<file path="src/rtl/mem_arbiter.sv">
// mem_arbiter: shares the single external memory port between the CPU
// memory interface and the DMA sector loader. CPU wins ties unless the DMA
// has already waited DMA_MAX_WAIT consecutive CPU grants. A watchdog aborts
// any transfer that sees no mem_valid within TIMEOUT cycles.
//
// state      | meaning
// -----------+-----------------------------------------------------------
// S_IDLE     | no owner; arbitrate between active requesters
// S_CPU_XFER | CPU fields latched onto mem_*, waiting for mem_valid
// S_DMA_XFER | DMA fields latched onto mem_*, waiting for mem_valid
// S_DONE     | owner valid (and timeout_err on abort) pulses; back to idle
module mem_arbiter #(
    parameter int unsigned DMA_MAX_WAIT = 4,
    parameter int unsigned TIMEOUT      = 1024,
    parameter logic [31:0] ERR_DATA     = 32'h0000_0000
) (
    input  logic        i_clk,
    input  logic        i_reset,
    input  logic [31:0] i_cpu_addr,
    input  logic [31:0] i_cpu_wdata,
    input  logic [2:0]  i_cpu_size,
    input  logic        i_cpu_rreq,
    input  logic        i_cpu_wreq,
    output logic [31:0] o_cpu_rdata,
    output logic        o_cpu_valid,
    input  logic [31:0] i_dma_addr,
    input  logic [31:0] i_dma_wdata,
    input  logic [2:0]  i_dma_size,
    input  logic        i_dma_rreq,
    input  logic        i_dma_wreq,
    output logic [31:0] o_dma_rdata,
    output logic        o_dma_valid,
    output logic [31:0] o_mem_addr,
    output logic [31:0] o_mem_wdata,
    output logic [2:0]  o_mem_size,
    output logic        o_mem_rreq,
    output logic        o_mem_wreq,
    input  logic [31:0] i_mem_rdata,
    input  logic        i_mem_valid,
    output logic [1:0]  o_owner,
    output logic        o_timeout_err
);

    typedef enum logic [1:0] {
        S_IDLE     = 2'd0,
        S_CPU_XFER = 2'd1,
        S_DMA_XFER = 2'd2,
        S_DONE     = 2'd3
    } state_t;

    localparam int WD_W = $clog2(TIMEOUT);
    localparam logic [WD_W-1:0] WD_LAST  = WD_W'(TIMEOUT - 1);
    localparam logic [3:0]      STARVE_MAX = 4'(DMA_MAX_WAIT);

    state_t          r_state;
    state_t          w_state_nxt;
    logic [3:0]      r_starve;
    logic [WD_W-1:0] r_wd;
    logic [1:0]      r_owner;
    logic [31:0]     r_mem_addr;
    logic [31:0]     r_mem_wdata;
    logic [2:0]      r_mem_size;
    logic            r_mem_rreq;
    logic            r_mem_wreq;
    logic [31:0]     r_cpu_rdata;
    logic [31:0]     r_dma_rdata;
    logic            r_cpu_valid;
    logic            r_dma_valid;
    logic            r_timeout_err;

    logic w_cpu_act;
    logic w_dma_act;
    logic w_grant_cpu;
    logic w_grant_dma;
    logic w_xfer;
    logic w_done_evt;
    logic w_to_evt;
    logic w_finish;

    assign w_cpu_act  = i_cpu_rreq | i_cpu_wreq;
    assign w_dma_act  = i_dma_rreq | i_dma_wreq;
    assign w_xfer     = (r_state == S_CPU_XFER) || (r_state == S_DMA_XFER);
    assign w_done_evt = w_xfer && i_mem_valid;
    assign w_to_evt   = w_xfer && !i_mem_valid && (r_wd == WD_LAST);
    assign w_finish   = w_done_evt || w_to_evt;

    // state register
    always_ff @(posedge i_clk or posedge i_reset) begin
        if (i_reset) r_state <= S_IDLE;
        else         r_state <= w_state_nxt;
    end

    // arbitration and next-state decode
    always_comb begin
        w_state_nxt = r_state;
        w_grant_cpu = 1'b0;
        w_grant_dma = 1'b0;
        case (r_state)
            S_IDLE: begin
                if (w_dma_act && (!w_cpu_act || r_starve == STARVE_MAX)) begin
                    w_grant_dma = 1'b1;
                    w_state_nxt = S_DMA_XFER;
                end else if (w_cpu_act) begin
                    w_grant_cpu = 1'b1;
                    w_state_nxt = S_CPU_XFER;
                end
            end
            S_CPU_XFER, S_DMA_XFER: begin
                if (w_finish) w_state_nxt = S_DONE;
            end
            S_DONE:  w_state_nxt = S_IDLE;
            default: w_state_nxt = S_IDLE;
        endcase
    end

    // DMA starvation counter, updated only on grant decisions
    always_ff @(posedge i_clk or posedge i_reset) begin
        if (i_reset) begin
            r_starve <= 4'd0;
        end else if (w_grant_dma) begin
            r_starve <= 4'd0;
        end else if (w_grant_cpu) begin
            if (!w_dma_act)                r_starve <= 4'd0;
            else if (r_starve != STARVE_MAX) r_starve <= r_starve + 4'd1;
        end
    end

    // request latch, memory handshake, watchdog and completion pulses
    always_ff @(posedge i_clk or posedge i_reset) begin
        if (i_reset) begin
            r_owner       <= 2'b00;
            r_wd          <= '0;
            r_mem_addr    <= 32'h0;
            r_mem_wdata   <= 32'h0;
            r_mem_size    <= 3'b000;
            r_mem_rreq    <= 1'b0;
            r_mem_wreq    <= 1'b0;
            r_cpu_rdata   <= 32'h0;
            r_dma_rdata   <= 32'h0;
            r_cpu_valid   <= 1'b0;
            r_dma_valid   <= 1'b0;
            r_timeout_err <= 1'b0;
        end else begin
            r_cpu_valid   <= 1'b0;
            r_dma_valid   <= 1'b0;
            r_timeout_err <= 1'b0;

            if (w_grant_cpu) begin
                r_owner     <= 2'b01;
                r_wd        <= '0;
                r_mem_addr  <= i_cpu_addr;
                r_mem_wdata <= i_cpu_wdata;
                r_mem_size  <= i_cpu_size;
                r_mem_wreq  <= i_cpu_wreq;
                r_mem_rreq  <= !i_cpu_wreq;
            end else if (w_grant_dma) begin
                r_owner     <= 2'b10;
                r_wd        <= '0;
                r_mem_addr  <= i_dma_addr;
                r_mem_wdata <= i_dma_wdata;
                r_mem_size  <= i_dma_size;
                r_mem_wreq  <= i_dma_wreq;
                r_mem_rreq  <= !i_dma_wreq;
            end

            if (w_xfer) begin
                if (w_finish) begin
                    r_mem_rreq    <= 1'b0;
                    r_mem_wreq    <= 1'b0;
                    r_timeout_err <= w_to_evt;
                    if (r_state == S_CPU_XFER) begin
                        r_cpu_valid <= 1'b1;
                        if (w_to_evt)        r_cpu_rdata <= ERR_DATA;
                        else if (r_mem_rreq) r_cpu_rdata <= i_mem_rdata;
                    end else begin
                        r_dma_valid <= 1'b1;
                        if (w_to_evt)        r_dma_rdata <= ERR_DATA;
                        else if (r_mem_rreq) r_dma_rdata <= i_mem_rdata;
                    end
                end else begin
                    r_wd <= r_wd + 1'b1;
                end
            end

            if (r_state == S_DONE) r_owner <= 2'b00;
        end
    end

    assign o_mem_addr    = r_mem_addr;
    assign o_mem_wdata   = r_mem_wdata;
    assign o_mem_size    = r_mem_size;
    assign o_mem_rreq    = r_mem_rreq;
    assign o_mem_wreq    = r_mem_wreq;
    assign o_cpu_rdata   = r_cpu_rdata;
    assign o_dma_rdata   = r_dma_rdata;
    assign o_cpu_valid   = r_cpu_valid;
    assign o_dma_valid   = r_dma_valid;
    assign o_owner       = r_owner;
    assign o_timeout_err = r_timeout_err;

endmodule

</file>
<file path="config.mk">
export PLATFORM = sky130hd
export DESIGN_NAME = mem_arbiter
export DESIGN_NICKNAME = d
export VERILOG_FILES = /design/src/rtl/mem_arbiter.sv
export SDC_FILE = /design/constraint.sdc
export NUM_CORES = 1
export LEC_CHECK = 0
export ABC_AREA = 1
export BUFFER_PORTS_ARGS = -buffer_cell sky130_fd_sc_hd__buf_2
export CAP_MARGIN = 5
export CORE_MARGIN = 2
export CORE_UTILIZATION = 25
export DETAILED_ROUTE_END_ITERATION = 7
export GPL_ROUTABILITY_DRIVEN = 0
export PLACE_DENSITY_LB_ADDON = 0.1
export SYNTH_ARGS = -nofsm -noshare
export SYNTH_HDL_FRONTEND = slang
export SYNTH_SLANG_ARGS = --single-unit
</file>
<file path="constraint.sdc">
create_clock -name i_clk -period 7 [get_ports i_clk]
set_input_delay 1.4 -clock i_clk [delete_from_list [all_inputs] [get_ports i_clk]]
set_output_delay 1.4 -clock i_clk [all_outputs]
set_load 0.01 [all_outputs]
</file>
Yosys cells after proc, flatten, opt, wreduce, memory -nomap -nowiden. Cells that the tools add are included.

Equality and inequality tests: 9. $add $sub $neg: 2. Reductions and logical operators: 20. Bitwise operators: 3. Mux-type cells: 44.

Operators with widths (count): two-way mux 32 bit (6); two-way mux 10 bit (4); two-way mux 1 bit (21); two-way mux 4 bit (4); two-way mux 2 bit (6); adder 10 x 1 -> 10 bit (second input constant) (1); equality test 10 bit (second input constant) (1); AND reduction 4 bit (2); two-way mux 3 bit (2); case mux 2 bit (3 select lines) (1); adder 4 x 1 -> 4 bit (second input constant) (1); equality test 2 bit (second input constant) (2); equality test 4 x 3 -> 1 bit (second input constant) (1); logical AND 1 bit (4); logical NOT 1 bit (4); != test 4 x 3 -> 1 bit (second input constant) (1); AND reduction 2 bit (2); nonzero test 2 bit (2); logical OR 1 bit (3); != test 3 x 1 -> 1 bit (second input constant) (1); != test 3 bit (second input constant) (1); nonzero test 3 bit (1); equality test 2 x 1 -> 1 bit (second input constant) (1); logical NOT 2 bit (1); 4 further kinds (5).

Bits in registers: 154.

Longest topological paths before layout. Gate-level depths: netlist of the first run.

Depth after elaboration: 10. Mapped depth: 11. Depth with buffers taken out: 10.

Worst setup path before layout of the first run. No wires, ideal clock.

Kind: input to register. From: in i_dma_wreq. To: reg r_mem_addr[29], in the netlist o_mem_addr[29]. Setup slack: 4.484 ns. Data arrival time: 2.393 ns. Stages on the path: 8. Cell sequence: or2_1 buf_2 nand2_2 nand3_4 buf_6 buf_2 o21ai_0 a21oi_1.

Word-level cells in the longest chain between the ends: 5. Elaborated cells between the ends (all ways): 8.

RTL lines: start, declared (line 30) `input logic i_dma_wreq,`; bitwise OR 1 bit * (line 81) `assign w_dma_act = i_dma_rreq | i_dma_wreq;`; logical AND 1 bit * (line 100) `if (w_dma_act && (!w_cpu_act || r_starve == STARVE_MAX)) begin`; two-way mux 1 bit (line 100); two-way mux 1 bit (line 98) `case (r_state)`; two-way mux 32 bit or nonzero test 2 bit (tied branches); end signal, assigned (line 151) `r_mem_addr <= i_cpu_addr;`; end signal, assigned (line 159) `r_mem_addr <= i_dma_addr;`; end, declared (line 60) `logic [31:0] r_mem_addr;`.

Every way passes the cells marked *; elsewhere a longest branch is shown, timed or not. A chain may end at the register's enable or synchronous reset.

Worst setup path in the final report of the first run.
From: in i_dma_wreq. To: reg r_mem_addr[20], in the netlist o_mem_addr[20].

Same word-level chain as after synthesis.

==> results of run 1 <==
## Yosys cell counts
cell type	count	area, um^2
a211oi_1	1	7.51
a21oi_1	70	350
buf_1	2	7.51
buf_2	18	90.1
buf_4	13	97.6
buf_6	11	124
clkbuf_1	18	67.6
clkinv_1	1	3.75
dfrtp_1	154	3850
ha_1	6	75.1
inv_1	55	206
inv_2	3	11.3
nand2_1	225	845
nand2_2	3	18.8
nand2_4	1	11.3
nand3_1	16	80.1
nand3_2	6	60.1
nand3_4	1	17.5
nand4_1	66	413
nor2_1	107	402
nor2_2	2	12.5
nor2_4	1	11.3
nor3_1	2	10.0
o21ai_0	55	275
o21ai_1	24	120
o21ai_4	1	16.3
o22ai_1	2	12.5
or2_1	1	6.26
xnor2_1	3	26.3
xor2_1	6	52.6
## worst min path at each step
stage | startpoint | end | slack, ps | cells past startpoint
2_1_floorplan | r_state[1] | r_state[1] | 470 | 2
3_3_place_gp | o_cpu_rdata[14] | o_cpu_rdata[14] | 460 | 2
3_5_place_dp | o_cpu_rdata[11] | o_cpu_rdata[11] | 460 | 2
4_1_cts | o_cpu_rdata[20] | o_cpu_rdata[20] | 480 | 2
5_1_grt | o_cpu_rdata[14] | o_cpu_rdata[14] | 500 | 2
6_report | o_dma_rdata[31] | o_dma_rdata[31] | 470 | 2
## layout by cell type, fill, tap and decap left out, types with 8 or more instances in the layout
cell	synthesis	routed
o21ai_0	55	55
nor2_1	107	107
dfrtp_1	154	154
nand3_1	16	16
buf_2	18	310
inv_1	55	54
o21ai_1	24	24
a21oi_1	70	70
nand2_1	225	225
clkbuf_16	0	17
buf_4	13	8
nand4_1	66	66
## critical path, stage by stage
cell and delay (ps):
buf_2 100, or2_1 330, nand2_2 150, nand3_4 560, inv_2 930, buf_4 420, nand2_1 100, a21oi_1 130
## metal layers
layer,track usage [%],up-vias,routed length (um)
met2,26.2,274,11700
met3,5.37,26,2240
met5,0,-,35
met4,3.78,8,308
met1,22.3,3231,11300
li1,-,3407,-
## through the flow
stage	instances	utilization, %	setup slack [ps]	hold WS, ps	total power (uW)
floorplan	874	-	1450	467	2680
global placement	1514	31.3	2660	460	3390
detailed placement	1514	31.3	2630	461	3390
CTS	1545	33.5	3070	479	4430
global route	1547	33.5	2840	496	4710
finish	1547	33.5	3140	474	4350
## cells by family (layout without fill, tap and decap cells)
family | Yosys count | in the layout | synth area share (%)
DFF | 154 | 154 | 52.9
xor gates and xnor gates | 9 | 9 | 1.08
other | 0 | 2 | 0
adders and majority gates | 6 | 6 | 1.03
and+or+nand+nor | 431 | 431 | 25.9
AOI/OAI and AO/OA | 153 | 153 | 10.7
buffers and inverters | 121 | 408 | 8.35
## flip-flops by register name (all words and copies together) (netlist names), 2 cells and up
signal       cells
o_cpu_rdata     32
o_dma_rdata     32
o_mem_addr      32
o_mem_wdata     32
r_wd            10
r_starve         4
o_mem_size       3
o_owner          2
r_state          2
## area by class of cell
cell class	count	area share (%)
sequential	154	40.1
multi-input combinational	599	29.3
timing repair buffer	318	16.8
tap	384	4.99
clock buffer	19	4.50
inverter	59	2.35
clock inverter	12	1.95
antenna	2	0.0520
## power by group through the flow
stage / Clock, uW / Combinational (uW) / Sequential (uW)
after floorplan: 0 / 1020 / 1670
after global placement: 0 / 1880 / 1510
after detailed placement: 0 / 1880 / 1500
after CTS: 1050 / 1890 / 1500
after global routing: 1090 / 2070 / 1550
final: 1020 / 1840 / 1490
==> flow_metrics.tcl, run 1 <==
set metrics [dict create \
    port_buffers 310 \
    worstSkewPairLatency_ps 430 \
    p_leak_uw 0.00498 \
    netlist_instances 874 \
    drt_iter0_drc 389 \
    cts_buffers 17 \
    cts_tree "done" \
    dpl.hpwl_um 17000 \
    worst_setup_path_start_kind "input pin" \
    vdd_ir_drop_max_uv 154 \
    first_pass_iters 4 \
    required_ps 7340 \
    outcome "completed" \
    ys_ff_latch 154 \
    htreeDepth 4 \
    setup_viol 0 \
    rsz0062_at_grt "no" \
    cp_max_fo 70 \
    ctsResizeCount 0 \
    multi_input_area_mm2 0.00282 \
    cts_setup_buffers 0 \
    tns_ps 0 \
    drc 0 \
    grt_max_degree 71 \
    dieArea_mm2 0.0305 \
    path_class "in -> reg" \
    cts.path.max_buffers 2 \
    routed_wl_um 25600 \
    initial_utilization_pct 25.4 \
    syn_avg_cell_area_um2 8.33 \
    io_pins 311 \
    die_x_um 175 \
    fin_crit_ps 3860 \
    p_clk_share_pct 23.4 \
    p_comb_share_pct 42.3 \
    grt_remaining_overflow 0 \
    slew_viol_final 0 \
    syn_area_mm2 0.00728 \
    cts_sinks 154 \
    synth_seq_area_share_pct 52.9 \
    fmax_mhz 259 \
    vias_per_cell 4.49 \
    cp-endpoint "o_mem_addr[20]" \
    wl_per_cell_um 16.6 \
    worstMarginPinSlew_ps 1150 \
    fp.dieH_um 175 \
    drv_cap 0 \
    startpoint "i_dma_wreq" \
    root_buffer "clkbuf_16" \
    vias 6946 \
    rows 62 \
    p_sw_share_pct 42.1 \
    power.internal_uw 2520 \
    grt_pass1_wl_um 40000 \
    hold_viol 0 \
    regArea_mm2 0.00385 \
    postCtsHoldBufs 0 \
    drive_above_1_share_pct 31.5 \
    synth_fp_nets 1053 \
    antenna_found_initial 7 \
    power_switching_uw 1830 \
    grtUsageTotal_pct 16.7 \
    fin_area_mm2 0.00962 \
    postRouteAntennaNets 0 \
    powerDensity_mw_per_mm2 453 \
    rr_worst_depth 7 \
    slew_headroom_pct 22.7 \
    period_share_pct 55.2 \
    r2r-start "r_state[1]" \
    yosys_warnings 0 \
    grt_pass1_vias 6927 \
    hp-class "reg -> reg" \
    area_growth_pct 32.1 \
    nFillCells 3130 \
    coreArea_mm2 0.0287 \
    arrival_ps 4210 \
    skew_ps 17.2 \
    post_dp_cell_area_mm2 0.00899 \
    nNetsFinal 1328 \
    pwr-share-seq_pct 34.3 \
    clk_pin_slew_worst_paths_ps 60 \
    synth_cell_types 30 \
    regToRegSetupSlack_ps 3600 \
    endpoint_kind "flip-flop" \
    r2r_end "o_dma_rdata[10]" \
]
(Power assumes the default switching activity.)
==> inputs of run 2 (changes only) <==
--- a/config.mk
+++ b/config.mk
@@ -5,7 +5,7 @@
 export SDC_FILE = /design/constraint.sdc
 export NUM_CORES = 1
 export LEC_CHECK = 0
-export ABC_AREA = 1
+export ABC_AREA = 0
 export BUFFER_PORTS_ARGS = -buffer_cell sky130_fd_sc_hd__buf_2
 export CAP_MARGIN = 5
 export CORE_MARGIN = 2
==> constraint.sdc (replaced) <==
create_clock -name i_clk -period 3.4 [get_ports i_clk]
set_input_delay 0.68 -clock i_clk [delete_from_list [all_inputs] [get_ports i_clk]]
set_output_delay 0.68 -clock i_clk [all_outputs]
set_load 0.01 [all_outputs]
==> flow_metrics.tcl, run 2 <==
set metrics [dict create \
    outcome "completed" \
    grt_max_degree 155 \
    clk_pin_slew_worst_paths_ps 70 \
    first_pass_iters 5 \
    final_common_cell "buf_2" \
    tns_ps 0 \
    regArea_mm2 0.00385 \
    ys.flop_type "dfrtp_1" \
    syn_avg_cell_area_um2 11.5 \
    r2r_end "o_cpu_rdata[25]" \
    hp-class "reg -> reg" \
    period_share_pct 65.8 \
    synthArstFlopShare_pct 100 \
    cts.path.max_buffers 2 \
    startpoint "r_state[0]" \
    synth_most_common_cell "dfrtp_1" \
    worstSkewPairLatency_ps 430 \
    slew_headroom_pct 42.5 \
    synth_common_cells "dfrtp_1 (154), nand2_1 (79), mux2i_1 (71)" \
    drt_iter0_drc 265 \
    synth_fp_nets 753 \
    cts_buffers 17 \
    p_leak_uw 0.00500 \
    postCtsHoldBufs 0 \
    yosys.area.top_type "dfrtp_1" \
    cts_setup_buffers 0 \
    cp-endpoint "o_cpu_rdata[25]" \
    grt_remaining_overflow 0 \
    slew_viol_final 0 \
    yosys_warnings 0 \
    rows 59 \
    ctsResizeCount 0 \
    grt_pass1_vias 5603 \
    synth_edf_count 0 \
    setup_viol 0 \
    synth_top_area_share_pct 58.3 \
    area_growth_pct 37.4 \
    required_ps 3700 \
    die_x_um 167 \
    nNetsFinal 1054 \
    io_pins 311 \
    cp_max_fo 32 \
    skew_ps 11.3 \
    postRouteAntennaNets 0 \
    fmax_mhz 447 \
    antenna_found_initial 0 \
    syn_area_mm2 0.00662 \
    coreArea_mm2 0.0260 \
    ys_ff_latch 154 \
    nFillCells 2679 \
    fin_hold_ws_ps 475 \
    regToRegSetupSlack_ps 1160 \
    powerDensity_mw_per_mm2 932 \
    r2r-start "r_state[0]" \
    cp_cell_sequence "inv_1, ha_1, nand4b_1, nor3_1, a21oi_2, buf_4, a22o_1" \
    arrival_ps 2540 \
    grtUsageTotal_pct 14.8 \
    dieArea_mm2 0.0278 \
    synth_cell_types 46 \
    diodes 0 \
    grt_pass1_wl_um 32300 \
    dpl.hpwl_um 14000 \
    initial_utilization_pct 25.5 \
    cpMaxStageDelayCell "ha_1" \
    drv_cap 0 \
    wl_per_cell_um 16.6 \
    cts_tree "done" \
    cts_sinks 154 \
    rr_worst_depth 7 \
    port_buffers 310 \
    vias_per_cell 4.47 \
    fin_crit_ps 2240 \
    endpoint_kind "flip-flop" \
    root_buffer "clkbuf_16" \
    rsz0062_at_grt "no" \
    vias 5470 \
    drive_above_1_share_pct 40.9 \
    fp.dieH_um 167 \
    multi_input_area_mm2 0.00254 \
    drc 0 \
    yosys-top-cells-area "dfrtp_1 (58%), mux2i_1 (11%), a22o_1 (8.6%), o21ai_0 (4.8%), nand2_1 (4.5%)" \
    synth_seq_area_share_pct 58.3 \
    worst_setup_path_start_kind "flip-flop" \
    vdd_ir_drop_max_uv 407 \
    worstMarginPinSlew_ps 863 \
    netlist_instances 574 \
    htreeDepth 4 \
    final_cell_mix "buf_2 (310), dfrtp_1 (154), nand2_1 (79), mux2i_1 (71), a22o_1 (65)" \
    cpPeakStageDelay_ps 420 \
    path_class "reg -> reg" \
    hold_viol 0 \
    routed_wl_um 20300 \
]
## run 2: changes by cell type in the layout (fill, tap and decap cells not counted), moves of 63 or more
cell     before  now
a21oi_1      70    5
nand4_1      66    3
nand2_1     225   79
mux2i_1       0   71
nor2_1      107    9
a22o_1        0   65
## run 2: worst min path at each step
stage	start	endpoint	slack (ps)	depth (start not counted)
6_report	o_mem_wdata[4]	o_mem_wdata[4]	470	2
5_1_grt	i_mem_rdata[26]	o_cpu_rdata[26]	470	2
4_1_cts	i_mem_rdata[3]	o_dma_rdata[3]	460	2
3_5_place_dp	o_mem_wdata[4]	o_mem_wdata[4]	470	2
3_3_place_gp	o_mem_wdata[27]	o_mem_wdata[27]	460	2
2_1_floorplan	r_starve[3]	r_starve[3]	480	2
## run 2: per-stage QoR
step           std cells  power (uW)  utilization (%)  instance area (um^2)  setup slack [ps]
2_1_floorplan        574        5280                -                  6620               775
3_3_place_gp        1191        6730             32.8                  8520               910
3_5_place_dp        1191        6730             32.8                  8520               881
6_report            1223        8470             35.0                  9090              1160
4_1_cts             1223        8650             35.0                  9090              1140
5_1_grt             1223        9160             35.0                  9090               951
## run 2: kinds of logic after synthesis
family	after synthesis	share of synthesized area, %
XOR/XNOR	1	0.132
AO/OA/AOI/OAI	169	17.7
adder cells (fa/ha/maj)	6	1.13
AND/OR/NAND/NOR	123	8.11
flip-flops	154	58.3
buffers and inverters	49	3.73
multiplexers	72	10.9
## run 2: metal layers
| metal | global-route usage (%) | part of all wire, % | wire [um] |
|---|---|---|---|
| met1 | 18.8 | 44 | 8850 |
| met2 | 24.2 | 48 | 9750 |
| met3 | 4.61 | 6.6 | 1330 |
| met4 | 4.39 | 1.6 | 331 |
| met5 | 0 | 0 | 0 |
## run 2: power by group
part / switching [uW] / leakage, uW / internal [uW] / total (uW)
clock: 870 / 0.000280 / 988 / 1860
sequential: 430 / 0.00194 / 2660 / 3080
combinational: 2000 / 0.00277 / 1530 / 3530
total: 3300 / 0.00500 / 5170 / 8470
## run 2: final cells by class
cell class,instances,area share [%]
clock buffer,18,4.83
clock inverter,14,1.40
inverter,12,0.537
multi-input combinational,371,28.0
sequential,154,42.4
tap,335,4.61
timing repair buffer,319,18.2
## run 2: worst max-delay path: cells and delay by family, from the launching register on
family	cells	cell delay [ps]
DFF	1	380
and+or+nand+nor	2	620
adders and majority gates	1	420
buffers and inverters	2	340
AOI/OAI and AO/OA	2	340
==> inputs of run 3 (changes only) <==
==> constraint.sdc (replaced) <==
create_clock -name i_clk -period 2 [get_ports i_clk]
set_input_delay 0.4 -clock i_clk [delete_from_list [all_inputs] [get_ports i_clk]]
set_output_delay 0.4 -clock i_clk [all_outputs]
set_load 0.01 [all_outputs]
==> flow_metrics.tcl, run 3 (same netlist as run 2, synthesis figures left out) <==
set metrics [dict create \
    outcome "completed" \
    grtUsageTotal_pct 14.8 \
    cts.path.max_buffers 2 \
    power_switching_uw 5720 \
    root_buffer "clkbuf_16" \
    p_leak_uw 0.00511 \
    skew_ps 17.9 \
    grt_remaining_overflow 0 \
    post_dp_cell_area_mm2 0.00873 \
    worstSkewPairLatency_ps 430 \
    arrival_ps 2150 \
    clk_pin_slew_worst_paths_ps 70 \
    coreArea_mm2 0.0260 \
    period_share_pct 93.0 \
    path_depth 7 \
    ctsResizeCount 0 \
    p_comb_share_pct 42.7 \
    worstMarginPinSlew_ps 579 \
    slew_viol_final 0 \
    drv_cap 0 \
    drc 0 \
    fin_area_mm2 0.00933 \
    cp-endpoint "o_mem_wdata[14]" \
    port_buffers 310 \
    final_common_cell "buf_2" \
    cp.buffers_inverters 2 \
    power.internal_uw 9020 \
    diodes 0 \
    cts_buffers 17 \
    powerDensity_mw_per_mm2 1580 \
    vdd_ir_drop_max_uv 555 \
    worst_setup_path_start_kind "flip-flop" \
    area_growth_pct 41.1 \
    slew_headroom_pct 61.4 \
    layout_setup_ws_ps 140 \
    drive_above_1_share_pct 42.3 \
    startpoint "r_starve[1]" \
    tns_ps 0 \
    postCtsHoldBufs 0 \
    vias_per_cell 4.46 \
    r2r-start "r_starve[1]" \
    final_util_pct 35.9 \
    grt_max_degree 103 \
    first_pass_iters 6 \
    htreeDepth 4 \
    met2_usage_pct 24.4 \
    dieArea_mm2 0.0278 \
    cts_tree "done" \
    nFillCells 2668 \
    antenna_found_initial 0 \
    path_class "reg -> reg" \
    vias 5530 \
    cts_sinks 154 \
    fin_crit_ps 1860 \
    rows 59 \
    rr_worst_depth 7 \
    pwr-share-seq_pct 35.5 \
    endpoint_kind "flip-flop" \
    grt_pass1_vias 5718 \
    multi_input_area_mm2 0.00256 \
    rsz0062_at_grt "no" \
    die_x_um 167 \
    p_sw_share_pct 38.8 \
    cts_setup_buffers 0 \
    io_pins 311 \
    regArea_mm2 0.00385 \
    required_ps 2290 \
    cpLargestDelayFamily "compound AO/OA/AOI/OAI gates" \
    fp.dieH_um 167 \
    hp-class "in -> async" \
    use_met3_pct 4.71 \
    drt_iter0_drc 234 \
    cp_cell_sequence "inv_1, ha_1, and3b_1, a211o_4, buf_12, mux2i_2, o21ai_0" \
    nNetsFinal 1072 \
    routed_wl_um 20400 \
    initial_utilization_pct 25.5 \
    r2r_end "o_mem_wdata[14]" \
    grtUsageMet1_pct 18.6 \
    dpl.hpwl_um 14400 \
    busiest_layer "met2" \
    fmax_mhz 538 \
    place_ws_ps 91.3 \
    final_cell_mix "buf_2 (310), dfrtp_1 (154), nand2_1 (79), mux2i_1 (70), a22o_1 (65)" \
    postRouteAntennaNets 0 \
    hold_viol 0 \
    grt_pass1_wl_um 32300 \
    cpMaxStageDelayCell "a211o_4" \
    cp_max_fo 40 \
    cpPeakStageDelay_ps 380 \
    wl_per_cell_um 16.4 \
    setup_viol 0 \
    regToRegSetupSlack_ps 140 \
    p_clk_share_pct 21.8 \
    p_total_uw 14700 \
]
-- run 3: worst min path at each step --
stage / endpoint / start
final: o_mem_addr[15] / i_reset
after global routing: o_mem_addr[15] / i_reset
after CTS: o_mem_wdata[21] / i_reset
after detailed placement: o_mem_addr[14] / o_mem_addr[14]
after global placement: o_mem_wdata[28] / o_mem_wdata[28]
after floorplan: r_starve[3] / r_starve[3]
-- run 3: metal layers --
metal,vias up,wire length [um]
li1,2721,-
met1,2603,9070
met2,189,9650
met3,17,1330
met4,0,316
met5,-,0
-- run 3: layout make-up --
cell class / count / area share [%]
Clock inverter: 14 / 1.64
Tap cell: 335 / 4.49
Timing Repair Buffer: 337 / 20.0
Clock buffer: 18 / 4.60
Multi-Input combinational cell: 371 / 27.5
Inverter: 12 / 0.523
Sequential cell: 154 / 41.3
-- run 3: tightest hold or removal path: stages --
cell	delay [ps]
buf_2	110
clkinvlp_4	100
buf_12	270
-- run 3: power by group through the flow --
| stage | registers (uW) | clock network (uW) | logic (uW) |
|---|---|---|---|
| 4_1_cts | 5240 | 3360 | 6440 |
| 3_3_place_gp | 5290 | 0 | 6410 |
| 3_5_place_dp | 5260 | 0 | 6460 |
| 5_1_grt | 5420 | 3490 | 6990 |
| 6_report | 5230 | 3220 | 6300 |
| 2_1_floorplan | 5890 | 0 | 3090 |
-- run 3: metrics by stage --
stage	instances	hold slack, ps
detailed placement	1209	466
CTS	1241	81.5
global placement	1209	458
finish	1241	75.1
global route	1241	88.4
floorplan	574	483
